## src/rtl/commit_trace_buf.sv

```systemverilog
// Retirement trace FIFO: captures every ROB commit with a sequence number and drains it over valid/ready.
// Optional per-entry capture-cycle stamp enabled by defining COMMIT_TRACE_CYCLE_EN.
module commit_trace_buf #(
  parameter int DEPTH = 16,
  parameter int SEQ_W = 16,
  parameter int OVF_W = 16
) (
  input  logic                     clk,
  input  logic                     reset_n,
  input  logic                     commit_valid,
  input  logic [31:0]              commit_pc,
  input  logic [4:0]               commit_rd,
  input  logic [31:0]              commit_data,
  input  logic [2:0]               commit_tag,
  input  logic                     commit_is_store,
  input  logic                     trace_freeze,
  output logic                     trace_valid,
  input  logic                     trace_ready,
  output logic [31:0]              trace_pc,
  output logic [4:0]               trace_rd,
  output logic [31:0]              trace_data,
  output logic [2:0]               trace_tag,
  output logic                     trace_is_store,
  output logic [SEQ_W-1:0]         trace_seq,
`ifdef COMMIT_TRACE_CYCLE_EN
  output logic [31:0]              trace_cycle,
`endif
  output logic [$clog2(DEPTH):0]   count,
  output logic                     full,
  output logic                     empty,
  output logic [OVF_W-1:0]         drop_cnt
);

  localparam int AW = $clog2(DEPTH);
  localparam int CW = AW + 1;

  typedef struct packed {
    logic [31:0]      pc;
    logic [4:0]       rd;
    logic [31:0]      data;
    logic [2:0]       tag;
    logic             is_store;
    logic [SEQ_W-1:0] seq;
`ifdef COMMIT_TRACE_CYCLE_EN
    logic [31:0]      cycle;
`endif
  } entry_t;

  entry_t           mem [DEPTH];
  entry_t           wr_entry;
  entry_t           head_entry;
  logic [AW-1:0]    head, tail;
  logic [SEQ_W-1:0] seq_q;
  logic             pop, accept, drop;
`ifdef COMMIT_TRACE_CYCLE_EN
  logic [31:0]      cycle_q;
`endif

  assign full   = (count == CW'(DEPTH));
  assign empty  = (count == '0);
  assign pop    = !empty && trace_ready;
  // A pop in the same cycle frees the slot, so a full FIFO can still accept.
  assign accept = commit_valid && !trace_freeze && (!full || pop);
  assign drop   = commit_valid && !accept;

  always_comb begin
    wr_entry          = '0;
    wr_entry.pc       = commit_pc;
    wr_entry.rd       = commit_rd;
    wr_entry.data     = commit_data;
    wr_entry.tag      = commit_tag;
    wr_entry.is_store = commit_is_store;
    wr_entry.seq      = seq_q;
`ifdef COMMIT_TRACE_CYCLE_EN
    wr_entry.cycle    = cycle_q;
`endif
  end

  // NOTE: storage has no reset; the head entry is masked to zero while empty instead.
  always_ff @(posedge clk) begin
    if (accept) mem[tail] <= wr_entry;
  end

  // NOTE: all state uses non-blocking assignments so every register samples pre-edge values.
  always_ff @(posedge clk or negedge reset_n) begin
    if (!reset_n) begin
      head     <= '0;
      tail     <= '0;
      count    <= '0;
      seq_q    <= '0;
      drop_cnt <= '0;
    end else begin
      if (accept) tail <= tail + 1'b1;
      if (pop)    head <= head + 1'b1;
      case ({accept, pop})
        2'b10:   count <= count + 1'b1;
        2'b01:   count <= count - 1'b1;
        default: count <= count;
      endcase
      if (commit_valid) seq_q <= seq_q + 1'b1;
      if (drop && (drop_cnt != '1)) drop_cnt <= drop_cnt + 1'b1;
    end
  end

`ifdef COMMIT_TRACE_CYCLE_EN
  always_ff @(posedge clk or negedge reset_n) begin
    if (!reset_n) cycle_q <= '0;
    else          cycle_q <= cycle_q + 1'b1;
  end
`endif

  always_comb begin
    head_entry = '0;
    if (!empty) head_entry = mem[head];
  end

  assign trace_valid    = !empty;
  assign trace_pc       = head_entry.pc;
  assign trace_rd       = head_entry.rd;
  assign trace_data     = head_entry.data;
  assign trace_tag      = head_entry.tag;
  assign trace_is_store = head_entry.is_store;
  assign trace_seq      = head_entry.seq;
`ifdef COMMIT_TRACE_CYCLE_EN
  assign trace_cycle    = head_entry.cycle;
`endif

endmodule
```

## config.mk

```make
export PLATFORM = sky130hd
export DESIGN_NAME = commit_trace_buf
export DESIGN_NICKNAME = d
export VERILOG_FILES = /design/src/rtl/commit_trace_buf.sv
export SDC_FILE = /design/constraint.sdc
export NUM_CORES = 2
export LEC_CHECK = 0
export ABC_AREA = 1
export BUFFER_PORTS_ARGS = -buffer_cell sky130_fd_sc_hd__buf_2
export CORE_ASPECT_RATIO = 2
export CORE_UTILIZATION = 45
export CTS_BUF_LIST = sky130_fd_sc_hd__clkbuf_8 sky130_fd_sc_hd__clkbuf_16
export DETAILED_ROUTE_END_ITERATION = 12
export GPL_ROUTABILITY_DRIVEN = 0
export MAX_ROUTING_LAYER = met4
export PLACE_DENSITY_LB_ADDON = 0.12
export SLEW_MARGIN = 15
export SYNTH_ARGS = -nofsm -noshare
export SYNTH_HDL_FRONTEND = slang
export SYNTH_SLANG_ARGS = --single-unit
export TNS_END_PERCENT = 1
```

## constraint.sdc

```tcl
create_clock -name clk -period 8.84 [get_ports clk]
set_clock_uncertainty 0.05 [all_clocks]
set_input_delay 1.326 -clock clk [delete_from_list [all_inputs] [get_ports clk]]
set_output_delay 1.326 -clock clk [all_outputs]
set_load 0.03 [all_outputs]
```

After elaboration in Yosys (flattened, before gate mapping)
Memories as Yosys holds them, arrays and structs flattened.
Index checks and enable logic that the tools add are counted.
{"block": "totals", "inputBits": 78, "reg_bits": 45, "elab_cells": 32, "n_memories": 1, "mem_bits_rw": 1424, "output_inout_bits": 113}
{"block": "classes", "reduce_logical": 12, "n_eq_ne": 4, "add_sub_neg": 6, "muxes": 4}
{"name": "mem", "words": 16, "word_bits": 89, "read_ports": 1, "rd_ports_with_merged_regs": 0, "write_ports": 1, "line_no": "49", "text": "entry_t mem [DEPTH];"}
{"operator": "$mux 89", "n": 1}
{"operator": "$add 16x1->16 const B", "n": 2}
{"operator": "$ne 16x16->1 const B", "n": 1}
{"operator": "$pmux 5 s2", "n": 1}
{"operator": "$add 4x1->4 const B", "n": 2}
{"operator": "$add 5x1->5 const B", "n": 1}
{"operator": "$eq 5x5->1 const B", "n": 1}
{"operator": "$logic_and 1x1->1", "n": 5}
{"operator": "$logic_not 5->1", "n": 1}
{"operator": "$sub 5x1->5 const B", "n": 1}
{"operator": "$logic_not 1->1", "n": 4}
{"operator": "$eq 2x1->1 const B", "n": 1}
{"operator": "$eq 2x2->1 const B", "n": 1}
{"operator": "$mux 1", "n": 2}
{"operator": "$reduce_bool 2->1", "n": 1}
{"operator": "$logic_or 1x1->1", "n": 1}

Depth between registers and ports, before layout
{"block": "logic_depth", "ltp_word": 8, "mapped_depth": 14, "depth_no_buf": 13}

Worst setup path after synthesis
OpenSTA, ideal clock, no wires.
{"block": "synth_timing", "path_type": "input -> register", "startpoint": "in commit_valid", "endpoint": "mem mem[0][0] (netlist name), enable pin", "path_buffers": 1, "setup_time_ns": 0.537, "arrival_ns": 5.759, "path_stages": 7, "path_slack_ns": 2.494, "path_cell_list": "buf_4 > inv_2 > nor2_1 > nand2_1 > inv_1 > nand2_1 > nor2_1"}
{"block": "synth_via", "elab_chain_cells": 4}
{"element": "from (decl)", "line_no": "10", "text": "input logic commit_valid,"}
{"element": "$logic_and 1x1->1 (2 in series)", "line_no": "63", "text": "assign accept = commit_valid && !trace_freeze && (!full || pop);"}
{"element": "$mux 1", "line_no": "81", "text": "if (accept) mem[tail] <= wr_entry;"}
{"element": "$mux 1 (implied by the code)", "line_no": "81"}
{"element": "to (decl)", "line_no": "49"}
No other way between the ends.

Final worst setup path
{"block": "layout_timing", "startpoint": "reg head[0]", "endpoint": "out trace_data[0]"}
{"block": "layout_via", "elab_chain_cells": 2}
{"element": "from (decl)", "line_no": "52", "text": "logic [AW-1:0] head, tail;"}
{"element": "from (signal assigned)", "line_no": "94", "text": "if (pop) head <= head + 1'b1;"}
{"element": "$mem_v2 16x89"}
{"element": "$mux 89", "line_no": "114", "text": "if (!empty) head_entry = mem[head];"}
{"element": "to (decl)", "line_no": "21", "text": "output logic [31:0] trace_data,"}
No other way between the ends.

==> metrics.yaml <==
setup_path:
  crit_family: "buffers and inverters"
  required_ps: 7460
  rr_endpoint: "mem[2][14]"
  r2r-start: "count[0]"
  critPathCaptureType: "primary output"
  crit_arrival_ps: 4480
  cp_num_buf_inv: 3
  r2r_slack_ps: 5360
  path_cells: "buf_12 -> buf_4 -> nor2_1 -> nor2_1 -> o21ai_0 -> nand3_1 -> nand3_1 -> a21oi_1 -> buf_2"
  start_kind: "flip-flop"
  ff2ff_path_depth: 7
  criticalPathCategory: "reg2out"
  cp_slowest_stage_delay_ps: 850
  cp_max_fo: 200
  slowest_stage: "buf_4"
clocking:
  cts_buffers: 132
  clkTransAtPathRegs_ps: 60
  cts_tree: "done"
  root_buffer: "clkbuf_16"
  cts.htree.levels: 4
  cts_hold_buf: 0
  cts-resized-gates: 0
  cts.sinks: 1469
  clock_latency_ps: 750
  postCtsSetupBuffers: 0
  clock_path_buffers: 3
grt:
  grt_pass1_vias: 37610
  grt-ovfl-total: 0
  grt_use_total: 0.2498
  grt_start_max_net_pins: 214
  antenna_found_initial: 8
  grt_first_pass_wirelength_um: 238600
run_status:
  outcome: "finished clean"
place:
  portBuffers: 190
  hpwl_um: 74650
  place_area_sq_mm: 0.06144
  dpl.cell_count: 6550
  pre_cts_ws_ps: 3813
sta:
  layout_setup_ws_ps: 2987
  slew_viol_final: 0
  fin_crit_sh: 0.6621
  tns_ps: 0
  rsz0062_at_grt: "false"
  holdWs_ps: 491.2
  fmax_mhz: 170.8
  finalHoldViolations: 0
  fin_crit_ps: 5853
  setup_viol: 0
  tightestPinTransition_ps: 1235
  relSlewSlack: 0.1767
drt:
  drtIter0Drc: 2926
  ant_nets: 0
  via_per_inst: 5.566
  vias: 37770
  drt_pass1_iterations: 5
  wl_per_cell_um: 23.62
  drcViolationCount: 0
  wirelength_um: 160300
floorplanning:
  start_util: 0.4543
  die_w_um: 258.3
  die-area_sq_mm: 0.1329
  num_io_pins: 191
  die_y_um: 514.5
  core_area_sq_mm: 0.1301
  std_cell_rows: 187
job:
  cap_violations: 0
power:
  p_leak_nw: 22.71
  finalPower_mw: 22.01
  power.density_mw_per_mm2: 335.1
  irDropWorstVdd_uv: 291.5
finish:
  instances_no_fill: 6786
  fin_area_sq_mm: 0.06568
  postLayoutCoreUtil: 0.5049
  areaGrowthSynthToFinish_pct: 11.13
  fillCellCount: 11420
  final_common_cell: "edfxtp_1"
  mostFrequentLayoutCells: "1,424 x edfxtp_1, 1,183 x nor2_1, 576 x nand2_1"
  final_nets: 5072
  drive_gt1_frac: 0.08837
logic_synthesis:
  synth_warnings: 0
  syn_nets: 5000
  syn_inst: 4911
  synth_seq_area_share: 0.7426
  synth_area_sq_mm: 0.05910
  synthDistinctLibCells: 25
  ys_ff_latch: 1469
  avgSynthCellArea_sq_um: 12.03
worst_hold_path:
  hold_depth: 2
  timing.hold.worst.class: "reg2reg"
  whs_endpoint: "count[4]"
  min_from: "count[4]"
cell type report:
class                      count  area (sq um)  area share
antenna                        4         10.01   0.0001524
clock buffer                 146          3586     0.05460
clock inverter                86         641.9    0.009772
tap                         1701          2128     0.03240
timing repair buffer         245          1526     0.02324
multi-input combinational   3085         13670      0.2081
sequential                  1469         43900      0.6684
inverter                      50         220.2    0.003353
worst max path at each step:
stage                      start            end  cells after the start
global route             head[0]  trace_seq[12]                      9
detailed placement       head[0]  trace_seq[12]                      9
finish                   head[0]  trace_data[0]                      9
global placement         head[0]  trace_seq[12]                      9
floorplan           commit_valid      mem[0][0]                      7
CTS                      head[0]  trace_seq[12]                      9
registers in the layout, summed over array words and instances (netlist names):
signal    flops
count         5
seq_q        16
tail          4
mem        1424
head          4
drop_cnt     16
layer usage:
metal	GRT usage	up-vias	wire, um
met2	0.4309	1102	81990
met3	0.03282	249	7972
li1	-	17430	-
met4	0.07198	0	3793
met5	-	-	0
met1	0.3064	19000	66550
cells by family (layout without fill, tap and decap cells):
kind of cell / count (synthesis) / count (layout) / synth area share
buffers and inverters: 357 / 527 / 0.02824
AND/OR/NAND/NOR: 2310 / 2310 / 0.1583
flip-flops: 1469 / 1469 / 0.7426
AO/OA/AOI/OAI: 729 / 729 / 0.06326
adder cells (fa/ha/maj): 11 / 11 / 0.002456
XOR/XNOR: 35 / 35 / 0.005187
other: 0 / 4 / 0
power by group:
group	switching, mW	internal [mW]	total (mW)
registers	0.312	8.08	8.40
clock network	2.49	3.19	5.69
logic	5.83	2.10	7.92
total	8.63	13.4	22.0
cell usage after synthesis:
cell / n / area (sq um)
nand3_1: 516 / 2582
o21ai_0: 528 / 2643
nor2_1: 1199 / 4501
nand2_2: 1 / 6.260
o21ai_1: 71 / 355.3
inv_2: 7 / 26.28
buf_6: 13 / 146.4
xor2_1: 25 / 219.0
nand4_1: 7 / 43.79
fa_1: 1 / 20.02
a21oi_1: 94 / 470.5
edfxtp_1: 1424 / 42760
ha_1: 10 / 125.1
nor3_1: 8 / 40.04
nand3b_1: 2 / 15.01
buf_4: 28 / 210.2
clkbuf_1: 120 / 450.4
xnor2_1: 10 / 87.58
nand2_1: 576 / 2162
inv_1: 43 / 161.4
buf_2: 101 / 505.5
buf_1: 45 / 168.9
or2_2: 1 / 6.260
o211ai_1: 36 / 270.3
dfrtp_1: 45 / 1126
tightest hold or removal path: cells and delay by family, from the launching register on:
kind / cells / cell delay, ps
and+or+nand+nor: 2 / 110
DFF: 1 / 400
No activity file was read; power rests on OpenSTA's default activity.
